[src/rtl/class_fifo_pkg.sv]
// rtl/class_fifo_pkg.sv - shared word layout and class constants for the class FIFO bank and its arbiter.
package class_fifo_pkg;

  localparam int NUM_CLASSES = 4;
  localparam int CLASS_MSB   = 11;
  localparam int CLASS_LSB   = 10;
  localparam int DEST_MSB    = 9;
  localparam int DEST_LSB    = 8;
  localparam int DATA_MSB    = 7;

  typedef logic [CLASS_MSB-CLASS_LSB:0] class_t;

  typedef struct packed {
    class_t               cls;
    logic [DEST_MSB-DEST_LSB:0] dest;
    logic [DATA_MSB:0]    payload;
  } word_t;

endpackage

[src/rtl/sync_fifo.sv]
// rtl/sync_fifo.sv - single-clock FIFO with registered read port and occupancy-decoded flags.
module sync_fifo
  import class_fifo_pkg::*;
#(
  parameter int W         = 12,
  parameter int DEPTH     = 8,
  parameter int PTR_W     = 3,
  parameter int AF_THRESH = 6
) (
  input  logic         clk,
  input  logic         reset,
  input  logic         push,
  input  logic [W-1:0] din,
  input  logic         pop,
  output logic [W-1:0] dout,
  output logic         empty,
  output logic         almost_full,
  output logic         full,
  output logic         push_drop,
  output logic         pop_reject
);

  localparam logic [PTR_W:0] DEPTH_C = (PTR_W+1)'(DEPTH);
  localparam logic [PTR_W:0] AF_C    = (PTR_W+1)'(AF_THRESH);

  logic [W-1:0]     mem_q [DEPTH];
  logic [W-1:0]     mem_d [DEPTH];
  logic [PTR_W-1:0] wr_ptr_q, wr_ptr_d;
  logic [PTR_W-1:0] rd_ptr_q, rd_ptr_d;
  logic [PTR_W:0]   count_q, count_d;
  logic [W-1:0]     dout_q, dout_d;
  logic             push_ok, pop_ok;

  always_comb begin
    mem_d    = mem_q;
    wr_ptr_d = wr_ptr_q;
    rd_ptr_d = rd_ptr_q;
    count_d  = count_q;
    dout_d   = dout_q;

    // A pop frees a slot in the same edge, so a full FIFO still takes a concurrent push.
    pop_ok  = pop && (count_q != '0);
    push_ok = push && ((count_q != DEPTH_C) || pop_ok);

    if (pop_ok) begin
      dout_d   = mem_q[rd_ptr_q];
      rd_ptr_d = rd_ptr_q + 1'b1;
    end
    if (push_ok) begin
      mem_d[wr_ptr_q] = din;
      wr_ptr_d        = wr_ptr_q + 1'b1;
    end

    case ({push_ok, pop_ok})
      2'b10:   count_d = count_q + 1'b1;
      2'b01:   count_d = count_q - 1'b1;
      default: count_d = count_q;
    endcase
  end

  always_ff @(posedge clk) begin
    if (!reset) begin
      wr_ptr_q <= '0;
      rd_ptr_q <= '0;
      count_q  <= '0;
      dout_q   <= '0;
    end else begin
      wr_ptr_q <= wr_ptr_d;
      rd_ptr_q <= rd_ptr_d;
      count_q  <= count_d;
      dout_q   <= dout_d;
    end
  end

  // Storage is never cleared; stale entries are unreachable once the pointers reset.
  always_ff @(posedge clk) begin
    mem_q <= mem_d;
  end

  assign dout        = dout_q;
  assign empty       = (count_q == '0);
  assign full        = (count_q == DEPTH_C);
  assign almost_full = (count_q >= AF_C);
  assign push_drop   = push && !push_ok;
  assign pop_reject  = pop && !pop_ok;

endmodule

[src/rtl/class_fifo_bank.sv]
// rtl/class_fifo_bank.sv - steers incoming words by class into four FIFOs feeding the class arbiter.
// Optional per-class drop counters are built when CLASS_FIFO_DROP_CNT_EN is defined.
module class_fifo_bank
  import class_fifo_pkg::*;
#(
  parameter int WORD_SIZE  = 12,
  parameter int FIFO_DEPTH = 8,
  parameter int PTR_W      = 3,
  parameter int AF_THRESH  = 6
) (
  input  logic                   clk,
  input  logic                   reset,
  input  logic [WORD_SIZE-1:0]   data_in,
  input  logic                   push_in,
  input  logic [NUM_CLASSES-1:0] fifos_pop,
  output logic [WORD_SIZE-1:0]   fifo_data_out0,
  output logic [WORD_SIZE-1:0]   fifo_data_out1,
  output logic [WORD_SIZE-1:0]   fifo_data_out2,
  output logic [WORD_SIZE-1:0]   fifo_data_out3,
  output logic [NUM_CLASSES-1:0] fifos_empty,
  output logic [NUM_CLASSES-1:0] fifos_almost_full,
  output logic [NUM_CLASSES-1:0] fifos_full,
  output logic [NUM_CLASSES-1:0] overflow_err,
`ifdef CLASS_FIFO_DROP_CNT_EN
  output logic [NUM_CLASSES-1:0] underflow_err,
  output logic [31:0]            drop_count
`else
  output logic [NUM_CLASSES-1:0] underflow_err
`endif
);

  class_t                 in_cls;
  logic [NUM_CLASSES-1:0] push_vec;
  logic [NUM_CLASSES-1:0] drop_w, reject_w;
  logic [WORD_SIZE-1:0]   dout_w [NUM_CLASSES];
  logic [NUM_CLASSES-1:0] overflow_q, overflow_d;
  logic [NUM_CLASSES-1:0] underflow_q, underflow_d;

  assign in_cls = data_in[CLASS_MSB:CLASS_LSB];

  always_comb begin
    push_vec = '0;
    for (int k = 0; k < NUM_CLASSES; k++) begin
      push_vec[k] = push_in && (in_cls == class_t'(k));
    end
  end

  for (genvar k = 0; k < NUM_CLASSES; k++) begin : g_fifo
    sync_fifo #(
      .W         (WORD_SIZE),
      .DEPTH     (FIFO_DEPTH),
      .PTR_W     (PTR_W),
      .AF_THRESH (AF_THRESH)
    ) u_fifo (
      .clk         (clk),
      .reset       (reset),
      .push        (push_vec[k]),
      .din         (data_in),
      .pop         (fifos_pop[k]),
      .dout        (dout_w[k]),
      .empty       (fifos_empty[k]),
      .almost_full (fifos_almost_full[k]),
      .full        (fifos_full[k]),
      .push_drop   (drop_w[k]),
      .pop_reject  (reject_w[k])
    );
  end

  assign fifo_data_out0 = dout_w[0];
  assign fifo_data_out1 = dout_w[1];
  assign fifo_data_out2 = dout_w[2];
  assign fifo_data_out3 = dout_w[3];

  // Error strobes are registered so they line up with the flags of the same edge.
  always_comb begin
    overflow_d  = drop_w;
    underflow_d = reject_w;
  end

  always_ff @(posedge clk) begin
    if (!reset) begin
      overflow_q  <= '0;
      underflow_q <= '0;
    end else begin
      overflow_q  <= overflow_d;
      underflow_q <= underflow_d;
    end
  end

  assign overflow_err  = overflow_q;
  assign underflow_err = underflow_q;

`ifdef CLASS_FIFO_DROP_CNT_EN
  logic [7:0] drop_cnt_q [NUM_CLASSES];
  logic [7:0] drop_cnt_d [NUM_CLASSES];

  always_comb begin
    drop_cnt_d = drop_cnt_q;
    for (int k = 0; k < NUM_CLASSES; k++) begin
      if (drop_w[k] && (drop_cnt_q[k] != 8'hFF)) begin
        drop_cnt_d[k] = drop_cnt_q[k] + 8'd1;
      end
    end
  end

  always_ff @(posedge clk) begin
    if (!reset) begin
      for (int k = 0; k < NUM_CLASSES; k++) begin
        drop_cnt_q[k] <= '0;
      end
    end else begin
      drop_cnt_q <= drop_cnt_d;
    end
  end

  assign drop_count = {drop_cnt_q[3], drop_cnt_q[2], drop_cnt_q[1], drop_cnt_q[0]};
`endif

endmodule

[config.mk]
export PLATFORM = sky130hd
export DESIGN_NAME = class_fifo_bank
export DESIGN_NICKNAME = d
export VERILOG_FILES = /design/src/rtl/class_fifo_pkg.sv /design/src/rtl/sync_fifo.sv /design/src/rtl/class_fifo_bank.sv
export SDC_FILE = /design/constraint.sdc
export NUM_CORES = 1
export LEC_CHECK = 0
export ABC_AREA = 1
export CAP_MARGIN = 40
export CORE_ASPECT_RATIO = 0.8
export CORE_MARGIN = 2
export CORE_UTILIZATION = 55
export DETAILED_ROUTE_END_ITERATION = 12
export GPL_TIMING_DRIVEN = 1
export PLACE_DENSITY = 0.73
export SYNTH_ARGS = -nofsm -noshare
export SYNTH_HDL_FRONTEND = slang
export SYNTH_SLANG_ARGS = --single-unit
[constraint.sdc]
create_clock -name clk -period 2.5 [get_ports clk]
set_clock_uncertainty 0.2 [all_clocks]
set_input_delay 0.5 -clock clk [delete_from_list [all_inputs] [get_ports clk]]
set_output_delay 0.5 -clock clk [all_outputs]
set_load 0.05 [all_outputs]
Word-level counts from Yosys, hierarchy flattened --
Cells that the tools add are included.
Word-level totals: logic and storage cells 186, bits in registers 480, bits of input ports 19
Operators by class: bitwise operators 8, equality and inequality tests 19, $lt $le $gt $ge 16, reduce and logical (&&, ||, !) cells 49, add/sub/neg operators 16, muxes and demuxes 28
Operators by type and width (number):
- 96-bit bitwise mux | 4
- 12-bit binary-select mux with 3-bit select | 4
- 12-bit demux with 3-bit select | 4
- 12-bit 2-to-1 mux | 12
- 4-bit >= comparator, second input constant | 8
- 3-bit NOT with 4-bit output | 8
- 4-bit one-hot mux with 2 select lines | 4
- 3-bit by 1-bit adder with 3-bit output, second input constant | 8
- 1-bit logical AND | 24
- 4-bit by 1-bit adder with 4-bit output, second input constant | 4
- 4-bit equality test, second input constant | 4
- 4-bit by 3-bit >= comparator with 1-bit output, second input constant | 4
- 4-bit zero test | 4
- 4-bit by 1-bit < comparator with 1-bit output, second input constant | 4
- 4-bit != test, second input constant | 4
- 4-bit nonzero test | 4
- 4-bit by 1-bit subtractor with 4-bit output, second input constant | 4
- 2-bit equality test, second input constant | 6
- 2-bit by 1-bit equality test with 1-bit output, second input constant | 5
- 1-bit zero test | 8
- 2-bit nonzero test | 4
- 1-bit logical OR | 4
- 2-bit zero test | 1

Longest topological paths before layout --
Gate-level depths: netlist (run 1).
depth after elaboration 6, depth in mapped cells 14, mapped depth without buffers 13

Hierarchy --
Synthesis (run 1) repeated with hierarchy kept, for this count alone.
Second synthesis, totals: cells, all modules 1975, area, all modules 20105.5 um2
By module, submodules not included:
- sync_fifo at g_fifo[0].u_fifo ... | area an instance 4924.7 um2, cells an instance 477, times used 3
- sync_fifo at g_fifo[3].u_fifo | area an instance 5076.1 um2, cells an instance 511, times used 1
- class_fifo_bank | area an instance 255.2 um2, cells an instance 33, times used 1

Worst setup path after synthesis (run 1) --
No wires, ideal clock.
kind input to register, from input port data_in[10], to register g_fifo[1].u_fifo.mem_q[36] in the netlist's numbering, enable pin, library setup time 0.380 ns, stages on the path 6, data required time 1.920 ns, slack 0.287 ns, arrival 1.632 ns, buffers on the path 0, path through inv_1 nor3_1 nand2_1 inv_1 nand2_1 nor2_1
Between the ends: word-level cells in the longest chain between the ends 3
RTL lines:
- start: declaration | RTL line class_fifo_bank.sv:13 | input logic [WORD_SIZE-1:0] data_in,
- 2-bit by 1-bit equality test with 1-bit output | RTL line class_fifo_bank.sv:44 | push_vec[k] = push_in && (in_cls == class_t'(k));
- 1-bit logical AND | RTL line class_fifo_bank.sv:44
- 1-bit logical AND | RTL line sync_fifo.sv:43 | push_ok = push && ((count_q != DEPTH_C) || pop_ok);
- end signal: assignment | RTL line sync_fifo.sv:77 | mem_q <= mem_d;
- end: declaration | RTL line sync_fifo.sv:26 | logic [W-1:0] mem_q [DEPTH];
No other way between the ends. A chain may end at the register's enable or synchronous reset.

Worst setup path after layout (run 1) --
from register g_fifo[1].u_fifo.dout_q[2], to output port fifo_data_out1[2]
RTL lines:
- start: declaration | RTL line sync_fifo.sv:31 | logic [W-1:0] dout_q, dout_d;
- start signal: assignment | RTL line sync_fifo.sv:71 | dout_q <= dout_d;
- end: declaration | RTL line class_fifo_bank.sv:17 | output logic [WORD_SIZE-1:0] fifo_data_out1,
No word-level cell between the ends.

==> impl_metrics.py, run 1 <==
metrics = {
    "global_route": {
        "use_met2": 0.399,
        "grt_pass1_wl_um": 73400,
        "grt_use_met3": 0.0420,
        "grt_use_total": 0.253,
        "grt_start_max_net_pins": 51,
        "grt_overflow": 0,
        "grt_use_met1": 0.364,
        "grt-busiest-layer": "met2",
        "grt_pass1_vias": 13348,
        "antenna_found_initial": 0,
    },
    "setup_path": {
        "worst-path-max-fanout": 2,
        "cp.buffers_inverters": 1,
        "critPathTopFamily": "buffers and inverters",
        "crit_slowest_cell": "clkdlybuf4s50_1",
        "critPathMaxStageDelay_ns": 0.81,
        "r2r.worst_path.cells": 13,
        "endpoint_kind": "output port",
        "cp.depth": 1,
        "rrSetupSlack_ns": 0.27,
        "r2r-end": "g_fifo[3].u_fifo.count_q[3]$_SDFFE_PN0P_",
        "crit_arrival_ns": 1.72,
        "startpoint_type": "flip-flop",
        "crit_chain": "clkdlybuf4s50_1",
        "cp-startpoint": "g_fifo[1].u_fifo.dout[2]$_SDFFE_PN0P_",
        "endpoint": "fifo_data_out1[2]",
        "crit_required_ns": 1.80,
        "r2r-start": "g_fifo[3].u_fifo.count_q[1]$_SDFFE_PN0P_",
        "crit_type": "reg2out",
    },
    "cells_and_area": {
        "layoutNonFillerInstCount": 2598,
        "mostFrequentLayoutCell": "nand2_1",
        "n_antenna_cell": 0,
        "fillers": 2751,
        "area_growth_pct": 16.9,
        "num-nets-final": 2122,
        "drive_above_1_share": 0.102,
        "layout_common_cells": "nand2_1, edfxtp_1, nand3_1",
    },
    "timing": {
        "setup_viol": 0,
        "rsz0062_at_grt": "false",
        "max_slew_margin": 0.580,
        "max_freq_mhz": 413,
        "min_period_ns": 2.42,
        "final.period_utilization": 0.968,
        "holdWs_ns": 0.262,
        "worst_pin_slew_ns": 0.630,
        "slew_viol_final": 0,
        "hold_violations": 0,
    },
    "power_and_ir_drop": {
        "clkPwrFrac": 0.289,
        "vdd_drop_max_mv": 0.669,
        "comb_power_share": 0.322,
        "power_mw": 24.5,
        "swShare": 0.361,
        "p_int_mw": 15.7,
        "powerDensity_nw_per_um2": 1050,
        "switchingPower_mw": 8.84,
        "seq_power_share": 0.389,
        "p_leak_nw": 9.24,
    },
    "logic_synthesis": {
        "synthCells": 1930,
        "ys.flop_type": "edfxtp_1",
        "ys_warn_count": 0,
        "synthArstFlopShare": 0,
        "syn_area_per_cell_um2": 10.3,
        "synth_area_leaders": "edfxtp_1, nand2_1, dfxtp_1",
        "yosysTopAreaCellShare": 0.579,
        "ys_seq_area_frac": 0.676,
        "synth_area_leader_cell": "edfxtp_1",
        "yosys_register_bits": 480,
        "synth_edf_count": 384,
        "yosysUniqueCellTypes": 30,
        "syn-cell-area_um2": 19900,
        "syn-num-nets": 1972,
    },
    "worst_hold_path": {
        "hold_depth": 4,
        "min_path_type": "in2reg",
    },
    "route": {
        "drt-pass1-iter-count": 6,
        "viasPerCell": 5.41,
        "drc": 0,
        "ant_nets": 0,
        "wire_per_inst_um": 18.4,
        "drt-initial-drc-count": 1565,
        "drt_wl_total_um": 47900,
        "vias": 14067,
    },
    "placement": {
        "portBuffers": 86,
        "place_inst": 2511,
        "dp_hpwl_um": 29100,
        "place.gp.congestion": 0.884,
    },
    "floorplanning": {
        "die-area_um2": 37700,
        "core.rowCount": 62,
        "start_util": 0.556,
        "die_y_um": 174,
        "core_area_um2": 35800,
        "die_x_um": 217,
        "pin_count": 87,
    },
    "clocking": {
        "clk_pin_slew_ns": 0.06,
        "cts_tree": "built",
        "post_cts_resized": 1,
        "ctsHoldBuffers": 0,
        "cts_sinks": 480,
        "insertion_delay_ns": 0.56,
        "cts_buffers": 47,
        "cts_buffer_depth": 3,
        "post_cts_buffers": 0,
        "root_buffer": "clkbuf_16",
        "cts-htree-levels": 2,
    },
    "flow_run": {
        "cap_violations": 0,
    },
    "outcome": {
        "status": "finished, final reports clean",
    },
}
==> metrics by stage <==
stage	utilization	setup TNS, ns	cell area [um^2]	setup WS [ns]
2_1_floorplan	-	0	19900	0.287
3_3_place_gp	0.607	-85.56	21700	-0.435
3_5_place_dp	0.607	-107.98	21700	-0.474
4_1_cts	0.650	0	23300	0.0185
5_1_grt	0.651	0	23300	0.0364
6_report	0.651	0	23300	0.0807
==> worst min-delay path by stage <==
stage | startpoint | end | slack [ns]
5_1_grt | data_in[10] | overflow_err[3]$_SDFF_PN0_ | 0.28
3_3_place_gp | g_fifo[0].u_fifo.dout[3]$_SDFFE_PN0P_ | g_fifo[0].u_fifo.dout[3]$_SDFFE_PN0P_ | 0.25
2_1_floorplan | g_fifo[0].u_fifo.wr_ptr_q[0]$_SDFFE_PN0P_ | g_fifo[0].u_fifo.wr_ptr_q[0]$_SDFFE_PN0P_ | 0.26
3_5_place_dp | g_fifo[2].u_fifo.dout[10]$_SDFFE_PN0P_ | g_fifo[2].u_fifo.dout[10]$_SDFFE_PN0P_ | 0.26
4_1_cts | g_fifo[2].u_fifo.dout[10]$_SDFFE_PN0P_ | g_fifo[2].u_fifo.dout[10]$_SDFFE_PN0P_ | 0.27
6_report | data_in[10] | overflow_err[3]$_SDFF_PN0_ | 0.26
==> sequential cells by signal, summed over array words and instances (netlist names) <==
name / count
g_fifo.u_fifo.count_q: 16
g_fifo.u_fifo.rd_ptr_q: 12
g_fifo.u_fifo.mem_q: 384
g_fifo.u_fifo.wr_ptr_q: 12
underflow_err: 4
g_fifo.u_fifo.dout: 48
overflow_err: 4
==> kinds of logic (layout without fill, tap and decap cells) <==
family / after synthesis / count (layout) / share of synthesized area
buffers and inverters: 277 / 465 / 0.0616
adders and majority gates: 23 / 23 / 0.0160
and+or+nand+nor: 986 / 986 / 0.204
DFF: 480 / 480 / 0.676
xor gates and xnor gates: 6 / 6 / 0.00264
AOI/OAI and AO/OA: 158 / 158 / 0.0399
==> cell usage after synthesis, types with 6 or more instances <==
| master | count |
|---|---|
| inv_1 | 171 |
| buf_2 | 45 |
| nor2_1 | 157 |
| o21ai_1 | 9 |
| dfxtp_1 | 96 |
| nand4_1 | 7 |
| nand3_1 | 207 |
| edfxtp_1 | 384 |
| nor3_1 | 8 |
| buf_6 | 6 |
| buf_4 | 22 |
| clkbuf_1 | 22 |
| o21ai_0 | 70 |
| ha_1 | 19 |
| nand2_1 | 590 |
| inv_2 | 8 |
| a21oi_1 | 77 |
==> layer usage <==
layer	wire length, um	part of all wire
met5	0	0
met4	1180	0.025
met3	3850	0.080
met2	22200	0.46
met1	20700	0.43
==> cell type report <==
cell class | count | area, um^2 | area share
multi-input combinational | 1173 | 5230 | 0.225
clock inverter | 24 | 226 | 0.00973
sequential | 480 | 13500 | 0.578
tap | 480 | 601 | 0.0258
timing repair buffer | 198 | 1760 | 0.0758
clock buffer | 63 | 1320 | 0.0567
inverter | 180 | 678 | 0.0291
==> worst reg2reg max path: stages, from the launching register on <==
cell and delay [ns]:
dfxtp_1 0.35, nor2_1 0.16, nand3_2 0.15, nand2_2 0.13, inv_2 0.06, ha_1 0.23
ha_1 0.33, nand3_1 0.13, nand3_1 0.08, nand2_1 0.06, nand3_1 0.08, nand2_1 0.07
nand2_1 0.04, nor2_1 0.08
==> power groups by stage <==
stage               clock network (mW)  registers, mW  logic, mW
floorplan                            0           10.5       4.70
global placement                     0           9.67       7.60
detailed placement                   0           9.70       7.78
CTS                               7.16           9.53       7.84
global route                      7.44           9.59       8.56
finish                            7.09           9.53       7.88
(Power assumes the default switching activity.)
==> run 2: changes to the inputs <==
Settings changed: SKIP_LAST_GASP from default to 1.
==> impl_metrics.py, run 2 (synthesized netlist as in run 1, its figures left out) <==
metrics = {
    "cells_and_area": {
        "largest_register_ffs": 384,
        "drive_above_1_share": 0.102,
        "area_growth_pct": 16.9,
        "final_area_um2": 23300,
        "mostFrequentLayoutCell": "nand2_1",
        "num-nets-final": 2122,
        "layout_common_cells": "nand2_1, edfxtp_1, nand3_1",
        "regMostFlops": "g_fifo.u_fifo.mem_q",
        "n_antenna_cell": 0,
    },
    "timing": {
        "max_slew_margin": 0.580,
        "worst_pin_slew_ns": 0.629,
        "min_period_ns": 2.42,
        "rsz0062_at_grt": "true",
        "final.period_utilization": 0.969,
        "tns_ns": 0,
        "holdWs_ns": 0.264,
        "worst_slack_ns": 0.0770,
        "max_freq_mhz": 413,
        "setup_viol": 0,
        "hold_violations": 0,
        "slew_viol_final": 0,
    },
    "global_route": {
        "grt_pass1_vias": 13348,
        "antenna_found_initial": 0,
        "grt_overflow": 0,
        "grt_pass1_wl_um": 73400,
        "grt_start_max_net_pins": 51,
        "grt_use_total": 0.253,
    },
    "setup_path": {
        "crit_type": "reg2out",
        "crit_slowest_cell": "clkdlybuf4s50_1",
        "worst-path-max-fanout": 2,
        "crit_required_ns": 1.80,
        "rrSetupSlack_ns": 0.27,
        "crit_arrival_ns": 1.72,
        "crit_chain": "clkdlybuf4s50_1",
        "startpoint_type": "flip-flop",
        "critPathMaxStageDelay_ns": 0.81,
        "cp.buffers_inverters": 1,
        "endpoint_kind": "output port",
        "critPathTopFamily": "buffers and inverters",
    },
    "floorplanning": {
        "pin_count": 87,
        "die-area_um2": 37700,
        "die_y_um": 174,
        "core_area_um2": 35800,
        "start_util": 0.556,
        "core.rowCount": 62,
        "die_x_um": 217,
    },
    "clocking": {
        "clk_pin_slew_ns": 0.06,
        "cts_tree": "built",
        "cts_buffer_depth": 3,
        "cts_buffers": 47,
        "insertion_delay_ns": 0.56,
        "post_cts_buffers": 0,
        "cts-htree-levels": 2,
        "root_buffer": "clkbuf_16",
        "cts_sinks": 480,
        "ctsHoldBuffers": 0,
    },
    "placement": {
        "dpl_worst_slack_ns": -0.474,
        "placed_cell_area_um2": 21700,
        "dp_hpwl_um": 29100,
        "portBuffers": 86,
        "place.gp.congestion": 0.884,
    },
    "worst_hold_path": {
        "min_path_type": "reg2reg",
    },
    "route": {
        "drt-initial-drc-count": 1634,
        "ant_nets": 0,
        "drt-pass1-iter-count": 5,
        "wire_per_inst_um": 18.5,
        "vias": 14039,
        "drt_wl_total_um": 47900,
        "viasPerCell": 5.40,
        "drc": 0,
    },
    "outcome": {
        "status": "finished, final reports clean",
    },
    "flow_run": {
        "cap_violations": 0,
    },
    "power_and_ir_drop": {
        "powerDensity_nw_per_um2": 1050,
        "vdd_drop_max_mv": 0.672,
        "p_leak_nw": 9.23,
    },
}
[run 2: cell count changes in the layout (fill, tap and decap cells not counted)]
cell	delta
clkdlybuf4s50_1	+1
dlymetal6s2s_1	-1
[run 2: area by class of cell]
cell class / count / area [um^2]
Clock buffer: 63 / 1320
Clock inverter: 24 / 226
Fill cell: 2752 / 12500
Inverter: 180 / 678
Multi-Input combinational cell: 1173 / 5230
Sequential cell: 480 / 13500
Tap cell: 480 / 601
Timing Repair Buffer: 198 / 1760
[run 2: tightest hold or removal path, cell delays in order, from the launching register on]
cell and delay [ns]:
dfxtp_1 0.31, nand2_1 0.06, a21oi_1 0.05
[run 2: path summary, 6_finish.rpt]
kind | start | end | depth (start not counted)
max | g_fifo[1].u_fifo.dout[2]$_SDFFE_PN0P_ | fifo_data_out1[2] | 1
max reg2reg | g_fifo[3].u_fifo.count_q[1]$_SDFFE_PN0P_ | g_fifo[3].u_fifo.count_q[3]$_SDFFE_PN0P_ | 13
min reg2reg | g_fifo[2].u_fifo.dout[10]$_SDFFE_PN0P_ | g_fifo[2].u_fifo.dout[10]$_SDFFE_PN0P_ | 2
min | g_fifo[2].u_fifo.dout[10]$_SDFFE_PN0P_ | g_fifo[2].u_fifo.dout[10]$_SDFFE_PN0P_ | 2
[run 2: layer usage]
layer	wire, um	up-vias	GRT usage
met4	1110	0	0.0759
met2	22200	601	0.399
met3	4040	87	0.0420
met5	0	-	0
met1	20600	6659	0.364
li1	-	6692	-
[run 2: stage by stage]
| stage | util | instances | power, mW |
|---|---|---|---|
| 6_report | 0.651 | 2598 | 24.5 |
| 5_1_grt | 0.651 | 2598 | 25.6 |
| 4_1_cts | 0.650 | 2598 | 24.5 |
| 3_5_place_dp | 0.607 | 2511 | 17.5 |
| 3_3_place_gp | 0.607 | 2511 | 17.3 |
| 2_1_floorplan | - | 1930 | 15.2 |
[run 2: timing repair]
item,CTS,global route
resized for setup,1,3
setup endpoints to repair,1,5
pin swaps,0,0
[run 2: where the power goes]
group          leakage, nW  internal (mW)  total [mW]  switching, mW
clock                0.740           4.12        7.08           2.97
sequential            4.24           9.11        9.54          0.421
combinational         4.25           2.44        7.88           5.44
==> run 3: changes to the inputs <==
Settings changed: CAP_MARGIN 40 to default, CTS_CLUSTER_DIAMETER from default to 80.
Clock period 2.5 ns to 2.45 ns, I/O delays scaled along.
==> impl_metrics.py, run 3 (synthesized netlist as in run 1, its figures left out) <==
metrics = {
    "timing": {
        "final.period_utilization": 0.982,
        "hold_violations": 0,
        "setup_viol": 0,
        "worst_pin_slew_ns": 0.568,
        "slew_viol_final": 0,
        "max_freq_mhz": 416,
        "rsz0062_at_grt": "true",
        "min_period_ns": 2.41,
        "holdWs_ns": 0.262,
        "max_slew_margin": 0.621,
    },
    "setup_path": {
        "cp-startpoint": "g_fifo[1].u_fifo.dout[6]$_SDFFE_PN0P_",
        "crit_slowest_cell": "clkdlybuf4s50_1",
        "worst-path-max-fanout": 2,
        "cp.buffers_inverters": 1,
        "critPathMaxStageDelay_ns": 0.81,
        "critPathTopFamily": "buffers and inverters",
        "startpoint_type": "flip-flop",
        "r2r-start": "g_fifo[3].u_fifo.count_q[1]$_SDFFE_PN0P_",
        "crit_type": "reg2out",
        "crit_arrival_ns": 1.72,
        "crit_chain": "clkdlybuf4s50_1",
        "endpoint_kind": "output port",
        "crit_required_ns": 1.76,
    },
    "power_and_ir_drop": {
        "power_mw": 25.1,
        "powerDensity_nw_per_um2": 1070,
        "p_leak_nw": 9.37,
        "vdd_drop_max_mv": 0.762,
    },
    "clocking": {
        "root_buffer": "clkbuf_16",
        "cts_tree": "built",
        "cts-htree-levels": 2,
        "cts_sinks": 480,
        "cts_buffer_depth": 3,
        "insertion_delay_ns": 0.56,
        "clk_pin_slew_ns": 0.06,
        "ctsHoldBuffers": 0,
        "cts_buffers": 45,
    },
    "floorplanning": {
        "core_area_um2": 35800,
        "core.rowCount": 62,
        "pin_count": 87,
        "die_y_um": 174,
        "start_util": 0.556,
        "die_x_um": 217,
        "die-area_um2": 37700,
    },
    "route": {
        "vias": 14086,
        "drt-initial-drc-count": 1616,
        "drt_wl_total_um": 47300,
        "ant_nets": 0,
        "viasPerCell": 5.42,
        "drc": 0,
        "drt-pass1-iter-count": 6,
        "wire_per_inst_um": 18.2,
    },
    "global_route": {
        "grt_pass1_vias": 13507,
        "grt_overflow": 0,
        "antenna_found_initial": 1,
        "grt_start_max_net_pins": 50,
        "grt_pass1_wl_um": 73800,
        "grt_use_total": 0.254,
    },
    "cells_and_area": {
        "fillers": 2681,
        "final_area_um2": 23400,
        "area_growth_pct": 17.8,
        "drive_above_1_share": 0.103,
        "num-nets-final": 2122,
        "layout_common_cells": "nand2_1, edfxtp_1, nand3_1",
        "largest_register_ffs": 384,
        "regMostFlops": "g_fifo.u_fifo.mem_q",
        "mostFrequentLayoutCell": "nand2_1",
    },
    "outcome": {
        "status": "finished, final reports clean",
    },
    "placement": {
        "place.gp.congestion": 0.866,
        "portBuffers": 86,
        "dp_hpwl_um": 29100,
        "placed_cell_area_um2": 21900,
    },
    "worst_hold_path": {
        "min_path_type": "reg2reg",
        "hp-start": "g_fifo[2].u_fifo.dout[5]$_SDFFE_PN0P_",
    },
    "flow_run": {
        "cap_violations": 0,
    },
}
[run 3: path summary, 6_finish.rpt]
check | endpoint | slack [ns] | cells past startpoint
worst max-delay path | fifo_data_out1[6] | 0.04 | 1
worst min-delay path | g_fifo[2].u_fifo.dout[5]$_SDFFE_PN0P_ | 0.26 | 2
worst max register to register | g_fifo[3].u_fifo.count_q[3]$_SDFFE_PN0P_ | 0.22 | 13
worst min register to register | g_fifo[2].u_fifo.dout[5]$_SDFFE_PN0P_ | 0.26 | 2
[run 3: cell type report]
type / count / area (um^2) / share of cell area
diodes: 1 / 2.50 / 0.000107
repair buffers: 200 / 1920 / 0.0821
clock inverters: 19 / 225 / 0.00961
clock buffers: 65 / 1300 / 0.0556
inverters: 180 / 678 / 0.0289
multi-input cells: 1173 / 5250 / 0.224
well taps: 480 / 601 / 0.0256
flip-flops and latches: 480 / 13500 / 0.574
[run 3: stage by stage]
step	setup TNS, ns	setup WS, ns	util	instances
after floorplan	0	0.247	-	1930
after global placement	-119.75	-0.667	0.611	2512
after detailed placement	-141.61	-0.728	0.611	2512
after CTS	0	0.00483	0.654	2596
after global routing	-0.00231	-0.00231	0.655	2597
final	0	0.0445	0.655	2598
[run 3: power by group]
group          switching [mW]  leakage [nW]  total [mW]  internal, mW
clock network            2.95         0.750        7.18          4.23
logic                    5.58          4.38        8.22          2.64
registers               0.407          4.24        9.71          9.30
total                    8.94          9.37        25.1          16.2
[run 3: per-layer routing]
layer  up-vias  wire [um]  global-route usage  share of wire
li1       6711          -                   -              -
met1      6638      20000               0.359           0.42
met2       620      21500               0.399           0.45
met3       117       4290              0.0488          0.091
met4         0       1560              0.0850          0.033
met5         -          0                   0              0
[run 3: what timing repair did]
| item | 4_1_cts | 5_1_grt |
|---|---|---|
| endpoints found under the setup margin | 2 | 10 |
| resized for setup | 3 | 10 |
| setup buffers | 0 | 1 |
| pin swaps | 0 | 1 |
